**config.mk**
```make
export PLATFORM = sky130hd
export DESIGN_NAME = alu
export DESIGN_NICKNAME = d
export VERILOG_FILES = /design/src/rtl/alu.sv
export SDC_FILE = /design/constraint.sdc
export NUM_CORES = 1
export LEC_CHECK = 0
export CORE_ASPECT_RATIO = 0.75
export CORE_UTILIZATION = 40
export CTS_BUF_LIST = sky130_fd_sc_hd__clkbuf_4 sky130_fd_sc_hd__clkbuf_8
export CTS_CLUSTER_DIAMETER = 120
export CTS_CLUSTER_SIZE = 40
export DETAILED_ROUTE_END_ITERATION = 7
export GPL_TIMING_DRIVEN = 0
export PLACE_DENSITY = 0.63
export SETUP_SLACK_MARGIN = 0.05
export SLEW_MARGIN = 10
export SYNTH_ARGS = -nofsm -noshare
export SYNTH_HDL_FRONTEND = slang
export SYNTH_SLANG_ARGS = --single-unit
export TNS_END_PERCENT = 100
```
**constraint.sdc**
```tcl
create_clock -name clk -period 3.8 [get_ports clk]
set_input_delay 0.76 -clock clk [delete_from_list [all_inputs] [get_ports clk]]
set_output_delay 0.76 -clock clk [all_outputs]
set_load 0.005 [all_outputs]
```
**src/rtl/alu.sv**
```systemverilog
// Registered 8-bit ALU: 16 opcodes, 9-bit result with carry/borrow/shift-out in bit 8.
// One-cycle latency, one operation per clock, synchronous active-low reset.
module alu (
  input  logic       clk,
  input  logic       rst_n,
  input  logic [7:0] x,
  input  logic [7:0] y,
  input  logic [3:0] control,
  output logic [8:0] z
);

  localparam logic [3:0] OP_ADD = 4'd0;
  localparam logic [3:0] OP_SUB = 4'd1;
  localparam logic [3:0] OP_INC = 4'd2;
  localparam logic [3:0] OP_DEC = 4'd3;
  localparam logic [3:0] OP_AND = 4'd4;
  localparam logic [3:0] OP_OR  = 4'd5;
  localparam logic [3:0] OP_XOR = 4'd6;
  localparam logic [3:0] OP_NOT = 4'd7;
  localparam logic [3:0] OP_SHL = 4'd8;
  localparam logic [3:0] OP_SHR = 4'd9;
  localparam logic [3:0] OP_ASR = 4'd10;
  localparam logic [3:0] OP_ROL = 4'd11;
  localparam logic [3:0] OP_ROR = 4'd12;
  localparam logic [3:0] OP_MUL = 4'd13;
  localparam logic [3:0] OP_CMP = 4'd14;
  localparam logic [3:0] OP_MAX = 4'd15;

  logic [8:0] z_q;
  logic [8:0] z_d;
  logic [8:0] x_ext;
  logic [8:0] y_ext;
  logic [7:0] mul_lo;
  logic       eq_u;
  logic       lt_u;
  logic       lt_s;

  assign x_ext  = {1'b0, x};
  assign y_ext  = {1'b0, y};
  assign mul_lo = {4'b0000, x[3:0]} * {4'b0000, y[3:0]};
  assign eq_u   = (x == y);
  assign lt_u   = (x < y);
  assign lt_s   = ($signed(x) < $signed(y));

  // 9-bit wraparound on SUB/DEC puts the borrow directly into bit 8.
  always_comb begin
    z_d = 9'h000;
    case (control)
      OP_ADD: z_d = x_ext + y_ext;
      OP_SUB: z_d = x_ext - y_ext;
      OP_INC: z_d = x_ext + 9'd1;
      OP_DEC: z_d = x_ext - 9'd1;
      OP_AND: z_d = {1'b0, x & y};
      OP_OR:  z_d = {1'b0, x | y};
      OP_XOR: z_d = {1'b0, x ^ y};
      OP_NOT: z_d = {1'b0, ~x};
      OP_SHL: z_d = {x[7], x[6:0], 1'b0};
      OP_SHR: z_d = {x[0], 1'b0, x[7:1]};
      OP_ASR: z_d = {x[0], x[7], x[7:1]};
      OP_ROL: z_d = {x[7], x[6:0], x[7]};
      OP_ROR: z_d = {x[0], x[0], x[7:1]};
      OP_MUL: z_d = {1'b0, mul_lo};
      OP_CMP: z_d = {5'b00000, lt_s, ~eq_u & ~lt_u, lt_u, eq_u};
      OP_MAX: z_d = lt_u ? y_ext : x_ext;
      default: z_d = 9'h000;
    endcase
  end

  always_ff @(posedge clk) begin
    if (!rst_n) begin
      z_q <= 9'h000;
    end else begin
      z_q <= z_d;
    end
  end

  assign z = z_q;

endmodule

```
==> flow_summary.ini <==
[hold_path]
whs_path_depth = 3
hold_path_end = z[1]
min_from = x[2]
hold_class = in -> reg

[pwr]
power.total_uw = 678
power.density_nw_per_um2 = 211
p_leak_uw = 0.00140
ir_drop_v = 0.000131

[global_route]
grt_use_met1_pct = 41.8
grt_use_met3_pct = 5.14
grt_pass1_vias = 2712
grt_pass1_wl_mm = 15.1
grt_max_degree = 12
grt-ovfl-total = 0
grt_use_met2_pct = 39.2
busiest_layer = met1
antenna_found_initial = 0
grtUsageTotal_pct = 27.2

[timing]
period_minus_slack_ns = 3.63
drv_slew = 0
setup_violations = 0
fmax_ghz = 0.275
worst_pin_slew_ns = 0.818
hold_viol = 0
period_share_pct = 95.6
slew-limit-headroom_pct = 45.0
setup_ws_ns = 0.169
rsz0062_at_grt = false

[final_layout]
nets = 489
largest_reg_flops = 9
insertedDiodeCount = 0
final_common_cell = ha_1
final_cell_mix = ha_1 (45), nor2_1 (41), inv_1 (28), a21oi_1 (28), nand2_1 (27)
drive_gt1_share_pct = 8.92
area_growth_pct = 17.6
finalNonFillerCells = 496

[detailed_routing]
wl_per_cell_um = 19.1
vias = 3039
wl_mm = 9.50
remaining_drc_errors = 0
drt_iter0_drc = 277
drtAntennaViolNets = 0
viasPerCell = 6.13
dr.pass1.iters = 5

[placement]
placed_cells = 490
dp_hpwl_mm = 7.43
routabilityCongestion = 0.949
preCtsSetupSlack_ns = -0.866
io_buffers = 28

[synthesis]
synth-xor-area-share_pct = 6.42
synth_mux_area_share_pct = 2.98
ys_ff_latch = 9
yosysSeqAreaShare_pct = 6.60
synth_compound_area_share_pct = 31.7
synthesis.nets = 454
avgSynthCellArea_um2 = 7.17
synth_top_area_share_pct = 20.6
synth_top_family_by_area = compound AO/OA/AOI/OAI gates
netlist_instances = 381
syn_area_um2 = 2730
synthFlopType = dfxtp_1
synthSimpleGateAreaFrac_pct = 20.2
synthAdderAreaFrac_pct = 25.0
async_reset_ff_share_pct = 0
synth-edff-count = 0
yosysUniqueCellTypes = 59
ys_warn_count = 0
yosysTopAreaCell = ha_1
synthTopCellsByArea = ha_1 (21%), dfxtp_1 (6.6%), nor2_1 (5.9%)

[floorplan]
fp.dieW_um = 97.4
initial_core_util_pct = 42.4
die_h_um = 73.5
die-area_um2 = 7160
pin_count = 31
coreArea_um2 = 6440
num_rows = 25

[clock_network]
postCtsHoldBufs = 0
clock_sinks = 9
h-tree-depth = 1
clockBufferDepth = 2
path_clk_slew_ns = 0.04
cts_tree = done
cts_root_buffer = clkbuf_8
cts_buffers = 3

[critical_path]
crit_type = in -> reg
cp-start-kind = input pin
cp.required_ns = 3.90
path_max_fanout = 10
end_kind = flip-flop
worstPathArrival_ns = 3.73

[flow_run]
max-cap-violations = 0

[status]
outcome = complete, no violations
-- area by class of cell --
type | instances | area [um^2]
timing repair buffer | 31 | 278
fill | 673 | 3230
multi-input combinational | 324 | 2410
tap | 81 | 101
inverter | 30 | 116
buffer | 17 | 78.8
clock buffer | 4 | 48.8
sequential | 9 | 180
-- worst max-delay path, stage by stage --
cell	delay [ns]
clkdlybuf4s50_1	0.79
inv_1	0.16
ha_1	0.40
nor2_1	0.17
nand2_1	0.11
o211ai_2	0.49
mux2i_1	0.27
a2111oi_4	0.45
a31oi_1	0.13
-- power by group --
| part | switching, uW | internal, uW |
|---|---|---|
| registers | 2.15 | 105 |
| logic | 266 | 190 |
| clock network | 35.1 | 80.0 |
-- kinds of logic after synthesis --
group                    after synthesis
AO/OA/AOI/OAI                        128
buffers and inverters                 48
flip-flops                             9
XOR/XNOR                              20
AND/OR/NAND/NOR                      117
multiplexers                           8
adder cells (fa/ha/maj)               51
-- routing by layer --
| metal | vias up | part of all wire, % | routed length (um) |
|---|---|---|---|
| li1 | 1457 | - | - |
| met1 | 1410 | 48 | 4580 |
| met2 | 164 | 39 | 3710 |
| met3 | 8 | 11 | 1080 |
| met4 | 0 | 1.3 | 127 |
| met5 | - | 0 | 0 |
-- worst max-delay path by stage --
stage	depth (start not counted)	to	startpoint
floorplan	11	z[3]	x[0]
global placement	12	z[3]	x[1]
detailed placement	12	z[3]	x[1]
CTS	12	z[3]	y[3]
global route	14	z[6]	control[1]
finish	9	z[3]	x[7]
-- metrics by stage --
stage	hold WS, ns	setup TNS (ns)	util, %	instance area, um^2
2_1_floorplan	0.898	0	-	2730
5_1_grt	1.14	0	49.8	3210
6_report	1.08	0	49.8	3210
3_5_place_dp	1.46	-4.23	48.3	3110
3_3_place_gp	1.46	-3.99	48.3	3110
4_1_cts	1.23	0	49.6	3200
-- cells in the mapped netlist (3+ instances only) --
cell / count
ha_1: 45
nor2_1: 43
a21oi_1: 28
inv_1: 28
nand2_1: 28
o21ai_0: 28
xnor2_1: 15
a211oi_1: 12
buf_2: 10
a31oi_1: 9
dfxtp_1: 9
nor3_1: 9
clkbuf_1: 7
mux2i_1: 7
nand2b_1: 7
nand3_1: 7
o21bai_1: 7
fa_1: 6
a21o_1: 5
nor2b_1: 5
xor2_1: 5
nor4_1: 4
o22ai_1: 4
a221oi_1: 3
a22oi_1: 3
o211ai_1: 3
-- timing repair --
action	CTS	global route
setup endpoints to repair	6	6
gates resized for setup	21	15
hold endpoints to repair	0	0
pin swaps	1	1
setup buffers	0	3
No activity file was read; power rests on OpenSTA's default activity.
